## src/rtl/ov7670_capture.sv

```systemverilog
// OV7670 DVP capture: waits for camera configuration, locks onto VSYNC/HREF framing
// and assembles byte pairs into a valid-qualified RGB565 stream with sticky error status.
`timescale 1ns/1ps
module ov7670_capture #(
   parameter int H_ACTIVE    = 640,
   parameter int V_ACTIVE    = 480,
   parameter int SKIP_FRAMES = 2
) (
   input  logic        clk,
   input  logic        rst,
   input  logic        config_done,
   input  logic        vsync,
   input  logic        href,
   input  logic [7:0]  d,
   output logic [15:0] pixel_data,
   output logic        pixel_valid,
   output logic        sof,
   output logic        eol,
   output logic        frame_done,
   output logic [7:0]  frame_cnt,
   output logic        err_odd,
   output logic        err_size
);

   localparam int XW = $clog2(H_ACTIVE + 2);
   localparam int YW = $clog2(V_ACTIVE + 2);
   localparam logic [XW-1:0] X_END  = XW'(H_ACTIVE);
   localparam logic [XW-1:0] X_LAST = XW'(H_ACTIVE - 1);
   localparam logic [XW-1:0] X_SAT  = XW'(H_ACTIVE + 1);
   localparam logic [YW-1:0] Y_END  = YW'(V_ACTIVE);
   localparam logic [YW-1:0] Y_SAT  = YW'(V_ACTIVE + 1);

   typedef enum logic [1:0] {WAIT_CFG, SYNC, BLANK, ACTIVE} state_t;

   state_t        state_q, state_d;
   logic          vsync_r_q, href_r_q, vsync_p_q, href_p_q;
   logic [7:0]    d_r_q;
   logic [XW-1:0] x_q, x_d;
   logic [YW-1:0] y_q, y_d, y_line;
   logic          phase_q, phase_d;
   logic [7:0]    hi_byte_q, hi_byte_d;
   logic [3:0]    skip_q, skip_d;
   logic          skipping_q, skipping_d;
   logic [15:0]   pixel_data_q, pixel_data_d;
   logic          pixel_valid_q, pixel_valid_d;
   logic          sof_q, sof_d, eol_q, eol_d;
   logic          frame_done_q, frame_done_d;
   logic [7:0]    frame_cnt_q, frame_cnt_d;
   logic          err_odd_q, err_odd_d, err_size_q, err_size_d;
   logic          vs_rise, vs_fall, hr_fall;

   assign vs_rise = vsync_r_q & ~vsync_p_q;
   assign vs_fall = ~vsync_r_q & vsync_p_q;
   assign hr_fall = ~href_r_q & href_p_q;

   always_comb begin
      // NOTE: every target gets a default before any branch so no latch is inferred.
      state_d       = state_q;
      x_d           = x_q;
      y_d           = y_q;
      y_line        = y_q;
      phase_d       = phase_q;
      hi_byte_d     = hi_byte_q;
      skip_d        = skip_q;
      skipping_d    = skipping_q;
      pixel_data_d  = pixel_data_q;
      pixel_valid_d = 1'b0;
      sof_d         = 1'b0;
      eol_d         = 1'b0;
      frame_done_d  = 1'b0;
      frame_cnt_d   = frame_cnt_q;
      err_odd_d     = err_odd_q;
      err_size_d    = err_size_q;

      if (!config_done) begin
         state_d = WAIT_CFG;
         x_d     = '0;
         y_d     = '0;
         phase_d = 1'b0;
         skip_d  = '0;
      end else begin
         case (state_q)
            WAIT_CFG: begin
               state_d = SYNC;
               skip_d  = 4'(SKIP_FRAMES);
            end
            SYNC: if (vs_rise) state_d = BLANK;
            BLANK: if (vs_fall) begin
               state_d    = ACTIVE;
               skipping_d = (skip_q != '0);
               x_d        = '0;
               y_d        = '0;
               phase_d    = 1'b0;
            end
            ACTIVE: begin
               if (href_r_q) begin
                  phase_d = ~phase_q;
                  if (!phase_q) begin
                     hi_byte_d = d_r_q;
                  end else begin
                     if (x_q < X_END && y_q < Y_END) begin
                        if (!skipping_q) begin
                           pixel_data_d  = {hi_byte_q, d_r_q};
                           pixel_valid_d = 1'b1;
                           sof_d         = (x_q == '0) && (y_q == '0);
                           eol_d         = (x_q == X_LAST);
                        end
                     end else begin
                        err_size_d = 1'b1;
                     end
                     if (x_q != X_SAT) x_d = x_q + 1'b1;
                  end
               end else if (hr_fall) begin
                  if (phase_q) err_odd_d = 1'b1;
                  if (x_q != X_END) err_size_d = 1'b1;
                  if (x_q != '0 && y_q != Y_SAT) y_line = y_q + 1'b1;
                  y_d     = y_line;
                  x_d     = '0;
                  phase_d = 1'b0;
               end
               // Frame end sees the line count already bumped by a coincident line end.
               if (vs_rise) begin
                  if (y_line != Y_END) err_size_d = 1'b1;
                  if (!skipping_q) begin
                     frame_done_d = 1'b1;
                     frame_cnt_d  = frame_cnt_q + 8'd1;
                  end
                  if (skip_q != '0) skip_d = skip_q - 4'd1;
                  x_d     = '0;
                  y_d     = '0;
                  phase_d = 1'b0;
                  state_d = BLANK;
               end
            end
            default: state_d = WAIT_CFG;
         endcase
      end
   end

   always_ff @(posedge clk) begin
      // NOTE: non-blocking assignments so every flop samples pre-edge values.
      if (rst) begin
         state_q       <= WAIT_CFG;
         vsync_r_q     <= 1'b0;
         href_r_q      <= 1'b0;
         vsync_p_q     <= 1'b0;
         href_p_q      <= 1'b0;
         d_r_q         <= '0;
         x_q           <= '0;
         y_q           <= '0;
         phase_q       <= 1'b0;
         hi_byte_q     <= '0;
         skip_q        <= '0;
         skipping_q    <= 1'b0;
         pixel_data_q  <= '0;
         pixel_valid_q <= 1'b0;
         sof_q         <= 1'b0;
         eol_q         <= 1'b0;
         frame_done_q  <= 1'b0;
         frame_cnt_q   <= '0;
         err_odd_q     <= 1'b0;
         err_size_q    <= 1'b0;
      end else begin
         state_q       <= state_d;
         vsync_r_q     <= vsync;
         href_r_q      <= href;
         vsync_p_q     <= vsync_r_q;
         href_p_q      <= href_r_q;
         d_r_q         <= d;
         x_q           <= x_d;
         y_q           <= y_d;
         phase_q       <= phase_d;
         hi_byte_q     <= hi_byte_d;
         skip_q        <= skip_d;
         skipping_q    <= skipping_d;
         pixel_data_q  <= pixel_data_d;
         pixel_valid_q <= pixel_valid_d;
         sof_q         <= sof_d;
         eol_q         <= eol_d;
         frame_done_q  <= frame_done_d;
         frame_cnt_q   <= frame_cnt_d;
         err_odd_q     <= err_odd_d;
         err_size_q    <= err_size_d;
      end
   end

   assign pixel_data  = pixel_data_q;
   assign pixel_valid = pixel_valid_q;
   assign sof         = sof_q;
   assign eol         = eol_q;
   assign frame_done  = frame_done_q;
   assign frame_cnt   = frame_cnt_q;
   assign err_odd     = err_odd_q;
   assign err_size    = err_size_q;

endmodule

```

## config.mk

```make
export PLATFORM = sky130hd
export DESIGN_NAME = ov7670_capture
export DESIGN_NICKNAME = d
export VERILOG_FILES = /design/src/rtl/ov7670_capture.sv
export SDC_FILE = /design/constraint.sdc
export NUM_CORES = 1
export LEC_CHECK = 0
export BUFFER_PORTS_ARGS = -buffer_cell sky130_fd_sc_hd__buf_2
export CAP_MARGIN = 40
export CORE_UTILIZATION = 62
export DETAILED_ROUTE_END_ITERATION = 12
export PLACE_DENSITY = 0.84
export SYNTH_ARGS = -nofsm -noshare
export SYNTH_HDL_FRONTEND = slang
export SYNTH_SLANG_ARGS = --single-unit
```

## constraint.sdc

```tcl
create_clock -name clk -period 3.4 [get_ports clk]
set_clock_uncertainty 0.2 [all_clocks]
set_input_delay 0.34 -clock clk [delete_from_list [all_inputs] [get_ports clk]]
set_output_delay 0.34 -clock clk [all_outputs]
set_load 0.02 [all_outputs]
```

==> results of run 1 <==
## worst max-delay path by stage
| stage | startpoint | endpoint | slack [ns] | depth (start not counted) |
|---|---|---|---|---|
| after floorplan | x_q[2]$_SDFFE_PP0P_ | err_size$_SDFFE_PP0P_ | 1.22 | 5 |
| after global placement | state_q[0]$_SDFFE_PP0P_ | eol$_SDFF_PP0_ | 1.03 | 4 |
| after detailed placement | x_q[2]$_SDFFE_PP0P_ | err_size$_SDFFE_PP0P_ | 1.03 | 5 |
| after CTS | x_q[2]$_SDFFE_PP0P_ | err_size$_SDFFE_PP0P_ | 1.02 | 5 |
| after global routing | vsync_p_q$_SDFF_PP0_ | x_q[9]$_SDFFE_PP0P_ | 0.92 | 6 |
| final | x_q[2]$_SDFFE_PP0P_ | x_q[5]$_SDFFE_PP0P_ | 1.02 | 5 |
## synth_stat cells (3+ instances only)
library cell,n,area [um^2]
a211oi_1,8,60.1
a21oi_1,23,115
a31oi_1,6,37.5
and2_1,3,18.8
buf_2,7,35.0
buf_4,4,30.0
buf_6,4,45.0
clkbuf_1,6,22.5
dfxtp_1,77,1540
ha_1,9,113
inv_1,9,33.8
mux2i_1,26,260
nand2_1,20,75.1
nand2b_1,3,18.8
nand3_1,9,45.0
nand4_1,8,50.1
nand4b_1,4,35.0
nor2_1,51,191
nor2b_1,15,93.8
nor3_1,8,40.0
nor4_1,3,18.8
o21ai_0,11,55.1
o31ai_1,4,30.0
or3_1,6,37.5
or4_1,6,45.0
xnor2_1,6,52.6
xor2_1,9,78.8
## cell type report
type | instances | area (um^2)
Clock buffer | 11 | 141
Clock inverter | 4 | 48.8
Tap cell | 72 | 90.1
Multi-Input combinational cell | 269 | 1800
Fill cell | 413 | 1540
Sequential cell | 77 | 1540
Inverter | 9 | 33.8
Timing Repair Buffer | 53 | 315
## flip-flops by register name, summed over array words and instances, names as in the netlist, 2 cells and up
name        count
x_q            10
hi_byte_q       8
pixel_data     16
skip_q          4
state_q         2
frame_cnt       8
d_r_q           8
y_q             9
## routing by layer
metal	wire length, um	up-vias	GRT usage
met3	321	6	0.0800
met1	3290	1344	0.317
met2	3500	79	0.418
met4	87	0	0.0943
li1	-	1431	-
met5	0	-	0
## worst max-delay path: stages, from the launching register on
cell	delay, ns
dfxtp_1	0.36
or4_4	0.60
o311ai_2	0.49
a21o_1	0.36
or4_1	0.16
a21oi_1	0.06
## power by group through the flow
stage / Sequential, mW / Clock (mW) / Combinational, mW
detailed placement: 0.940 / 0 / 0.0439
global placement: 0.940 / 0 / 0.0430
CTS: 0.919 / 0.683 / 0.0469
finish: 0.919 / 0.669 / 0.0496
floorplan: 0.935 / 0 / 0.0355
global route: 0.921 / 0.728 / 0.0542
## cells by family after synthesis
logic type,Yosys count
muxes,26
AOI/OAI and AO/OA,68
adders and majority gates,9
xor gates and xnor gates,15
buffers and inverters,33
and+or+nand+nor,151
DFF,77
## metrics by stage
step / std cells / hold WS (ns) / instance area (um^2) / utilization
detailed placement: 474 / 0.260 / 3720 / 0.676
CTS: 492 / 0.00214 / 3940 / 0.716
global route: 495 / 0.00706 / 3970 / 0.721
global placement: 472 / 0.254 / 3700 / 0.671
finish: 495 / 0.0201 / 3970 / 0.721
floorplan: 379 / 0.256 / 3530 / -
==> flow_summary_export.csv, run 1 <==
group,metric,value,unit
run_status,status,"finished clean",
power,p_comb_frac,0.030,
clock_tree,cts_sinks,77,
worst_setup_path,cp-end-kind,"register",
routing,num_vias,2860,
final_layout,layout_common_cells,"77 x dfxtp_1, 51 x nor2_1, 42 x buf_2, 26 x mux2i_1, 23 x a21oi_1",
clock_tree,post_cts_resized,0,
timing,min_period,2.38,ns
worst_hold_path,min_to,"d_r_q[7]$_SDFF_PP0_",
global_route,track_usage,0.256,
timing,max_freq,0.421,GHz
logic_synthesis,synthAdderAreaFrac,0.0319,
logic_synthesis,synthMuxAreaShare,0.0738,
logic_synthesis,syn_nets,401,
timing,finalMaxSlewViolations,0,
worst_setup_path,worst-r2r-cell-count,5,
logic_synthesis,post_synth_inst_count,379,
power,vdd_drop_max,0.281,mV
power,net-switching-power,353,uW
floorplan,core,5510,um^2
worst_setup_path,critPathMaxFanout,11,
logic_synthesis,synth_xor_area_frac,0.0372,
floorplan,ios,43,
logic_synthesis,ys.flop_type,"dfxtp_1",
logic_synthesis,synth_warnings,0,
power,power_density,413,nW/um^2
power,p_clk_frac,0.408,
worst_setup_path,path_class,"reg2reg",
power,sw_frac_of_total,0.215,
place,dp_hpwl,4.97,mm
routing,routed_wl,7.20,mm
worst_setup_path,r2r-start,"x_q[2]$_SDFFE_PP0P_",
global_route,overflow,0,
final_layout,drive_above_1_share,0.173,
final_layout,diodes,0,
logic_synthesis,synth_top_family_by_area,"simple AND/OR/NAND/NOR gates",
logic_synthesis,ys_seq_area_frac,0.437,
worst_setup_path,cp.required,3.40,ns
timing,setup_tns,0,ns
logic_synthesis,synthesis.area,3530,um^2
floorplan,die_area,6000,um^2
logic_synthesis,ys_seq_elements,77,
timing,layout_worst_path_cycle_share,0.699,
timing,hold_violations,0,
timing,setup_viol,0,
routing,first_iter_violations,192,
clock_tree,ctsRootBufferMaster,"clkbuf_8",
timing,rsz0062_at_grt,"false",
global_route,grt_max_degree,51,
logic_synthesis,synth-edff-count,0,
clock_tree,insertion_delay,0.34,ns
worst_hold_path,hp-start,"d[7]",
routing,dr.pass1.iters,4,
power,leakage,1.61,nW
place,globalplace.congestion,0.839,
logic_synthesis,synth_compound_area_frac,0.140,
worst_setup_path,arrival,2.38,ns
place,place_ws,1.03,ns
clock_tree,cts_setup_buffers,0,
clock_tree,cts_tree,"built",
clock_tree,cts-hold-fix-buffers,3,
job,maxCapViolations,0,
final_layout,nNetsFinal,441,
global_route,grt_pass1_vias,2607,
floorplan,fp-row-count,27,
worst_setup_path,r2r_end,"x_q[5]$_SDFFE_PP0P_",
floorplan,start_util,0.641,
floorplan,dieHeight,77.4,um
worst_hold_path,holdPathStages,2,
place,io_buffers,42,
clock_tree,clock_path_buffers,2,
worst_setup_path,critPathLaunchType,"register",
clock_tree,htree_levels,3,
routing,ant_nets,0,
logic_synthesis,syn_avg_cell_area,9.31,um^2
final_layout,area_delta_synth_final,12.5,%
global_route,grt_pass1_wl,12.0,mm
logic_synthesis,synth_cell_types,55,
clock_tree,path_clk_slew,0.08,ns
final_layout,final_common_cell,"dfxtp_1",
routing,drc,0,
routing,viasPerCell,5.78,
power,p_int,1.29,mW
timing,slew_headroom,0.519,
clock_tree,cts_buffers,9,
worst_hold_path,hp-class,"in2reg",
worst_setup_path,regToRegSetupSlack,1.02,ns
timing,fin_ws,1.02,ns
timing,worst_slew_pin_slew,0.716,ns
power,pwr-share-seq,0.561,
floorplan,fp.dieW,77.4,um
routing,wire_per_inst,14.5,um
logic_synthesis,async_flop_share,0,
global_route,grt_antenna_before_repair,0,
logic_synthesis,synthSimpleGateAreaFrac,0.227,
power,finalPower,1.64,mW
No activity file was read; power rests on OpenSTA's default activity.
==> run 2: changes to the inputs <==
--- a/config.mk
+++ b/config.mk
@@ -7,9 +7,9 @@
 export LEC_CHECK = 0
 export BUFFER_PORTS_ARGS = -buffer_cell sky130_fd_sc_hd__buf_2
 export CAP_MARGIN = 40
-export CORE_UTILIZATION = 62
+export CORE_UTILIZATION = 58
 export DETAILED_ROUTE_END_ITERATION = 12
-export PLACE_DENSITY = 0.84
+export PLACE_DENSITY = 0.8
 export SYNTH_ARGS = -nofsm -noshare
 export SYNTH_HDL_FRONTEND = slang
 export SYNTH_SLANG_ARGS = --single-unit
==> constraint.sdc (replaced) <==
create_clock -name clk -period 2.3 [get_ports clk]
set_clock_uncertainty 0.2 [all_clocks]
set_input_delay 0.23 -clock clk [delete_from_list [all_inputs] [get_ports clk]]
set_output_delay 0.23 -clock clk [all_outputs]
set_load 0.02 [all_outputs]
==> flow_summary_export.csv, run 2 (synthesized netlist as in run 1, its figures left out) <==
group,metric,value,unit
run_status,status,"finished clean",
routing,num_vias,2962,
place,globalplace.congestion,0.823,
clock_tree,ctsRootBufferMaster,"clkbuf_8",
place,io_buffers,42,
timing,max_freq,0.445,GHz
worst_setup_path,r2r_end,"err_size$_SDFFE_PP0P_",
final_layout,nNetsFinal,462,
global_route,grt_use_met2,0.420,
final_layout,diodes,0,
timing,hold_slack,0.0750,ns
worst_setup_path,cp-end-kind,"register",
clock_tree,cts_tree,"built",
floorplan,fp.dieW,80.0,um
global_route,overflow,0,
floorplan,start_util,0.599,
final_layout,utilization,0.710,
timing,setup_viol,0,
routing,viasPerCell,5.70,
global_route,grt_pass1_vias,2719,
place,dp_hpwl,5.19,mm
worst_setup_path,regToRegSetupSlack,0.05,ns
timing,worst_slew_pin_slew,0.594,ns
global_route,grt.met1_usage,0.307,
timing,min_period,2.25,ns
final_layout,layout_common_cells,"77 x dfxtp_1, 51 x nor2_1, 42 x buf_2, 26 x mux2i_1",
clock_tree,htree_levels,3,
global_route,grt_pass1_wl,12.3,mm
global_route,track_usage,0.253,
floorplan,dieHeight,80.0,um
global_route,grt_antenna_before_repair,0,
final_layout,area_delta_synth_final,18.4,%
floorplan,die_area,6400,um^2
floorplan,fp-row-count,28,
final_layout,final_common_cell,"dfxtp_1",
floorplan,ios,43,
timing,setup_tns,0,ns
power,leakage,1.72,nW
worst_setup_path,path_class,"reg2reg",
timing,layout_worst_path_cycle_share,0.978,
timing,rsz0062_at_grt,"true",
clock_tree,clock_path_buffers,2,
clock_tree,cts_buffers,9,
worst_setup_path,r2r-start,"x_q[4]$_SDFFE_PP0P_",
clock_tree,cts_setup_buffers,0,
worst_setup_path,cp-startpoint,"x_q[4]$_SDFFE_PP0P_",
routing,dr.pass1.iters,4,
timing,hold_violations,0,
global_route,grt.busiest_layer,"met2",
worst_setup_path,path_cells,"or4_4 > or3_4 > a2111oi_4 > o2111a_1 > a41oi_2",
routing,wire_per_inst,14.7,um
global_route,gr-usage-met3,0.0457,
worst_setup_path,critPathLaunchType,"register",
timing,slew_headroom,0.603,
worst_hold_path,hp-class,"in2reg",
worst_setup_path,cpMaxStageDelayCell,"or4_4",
clock_tree,cts_sinks,77,
worst_setup_path,arrival,2.29,ns
routing,first_iter_violations,201,
worst_setup_path,cp.required,2.34,ns
power,power_density,599,nW/um^2
clock_tree,path_clk_slew,0.08,ns
final_layout,largest_register_ff_count,16,
job,maxCapViolations,0,
worst_setup_path,critPathMaxFanout,7,
clock_tree,insertion_delay,0.36,ns
final_layout,drive_above_1_share,0.213,
global_route,grt_max_degree,51,
worst_setup_path,endpoint,"err_size$_SDFFE_PP0P_",
floorplan,core,5890,um^2
routing,drc,0,
worst_setup_path,critPathMaxStageDelay,0.54,ns
routing,ant_nets,0,
power,vdd_drop_max,0.447,mV
worst_setup_path,worst-r2r-cell-count,5,
timing,finalMaxSlewViolations,0,
routing,routed_wl,7.62,mm
run 2: final cells by class:
cell class | instances | area [um^2]
Timing Repair Buffer | 74 | 475
Inverter | 9 | 33.8
Multi-Input combinational cell | 269 | 1830
Clock buffer | 9 | 124
Fill cell | 448 | 1710
Tap cell | 75 | 93.8
Sequential cell | 77 | 1540
Clock inverter | 7 | 78.8
run 2: per-stage QoR:
| stage | total power [mW] | cells | area, um^2 | setup WS (ns) |
|---|---|---|---|---|
| 2_1_floorplan | 1.43 | 379 | 3530 | 0.119 |
| 3_3_place_gp | 1.46 | 494 | 3840 | 0.114 |
| 3_5_place_dp | 1.46 | 494 | 3840 | 0.0546 |
| 4_1_cts | 2.51 | 520 | 4150 | 0.0147 |
| 5_1_grt | 2.59 | 520 | 4180 | -0.0151 |
| 6_report | 2.50 | 520 | 4180 | 0.0503 |
run 2: critical path: cells and delay by family, from the launching register on:
kind,cells,cell delay (ns)
flip-flops,1,0.36
AO/OA/AOI/OAI,3,0.59
AND/OR/NAND/NOR,2,0.98
run 2: where the power goes:
part	leakage [nW]	total, mW	switching (mW)	internal [mW]
clock network	0.105	1.06	0.541	0.516
logic	0.995	0.0880	0.0474	0.0406
registers	0.624	1.36	0.0125	1.34
run 2: how the worst min path moves through the flow:
stage	cells after the start	from	end	slack, ns
2_1_floorplan	1	d[0]	d_r_q[0]$_SDFF_PP0_	0.16
3_3_place_gp	2	d[1]	d_r_q[1]$_SDFF_PP0_	0.24
3_5_place_dp	2	vsync	vsync_r_q$_SDFF_PP0_	0.25
4_1_cts	3	config_done	frame_done$_SDFF_PP0_	0.06
5_1_grt	3	config_done	frame_done$_SDFF_PP0_	0.08
6_report	3	config_done	frame_done$_SDFF_PP0_	0.07
run 2: what timing repair did:
item	CTS	global route
endpoints found under the hold margin	10	0
hold buffers	10	0
gates resized for setup	0	6
setup endpoints to repair	0	9
run 2: routing by layer:
layer  up-vias  share of wire  routed length (um)
li1       1469              -                   -
met1      1391           0.44                3390
met2        80           0.48                3680
met3        22          0.043                 325
met4         0          0.029                 221
met5         -              0                   0
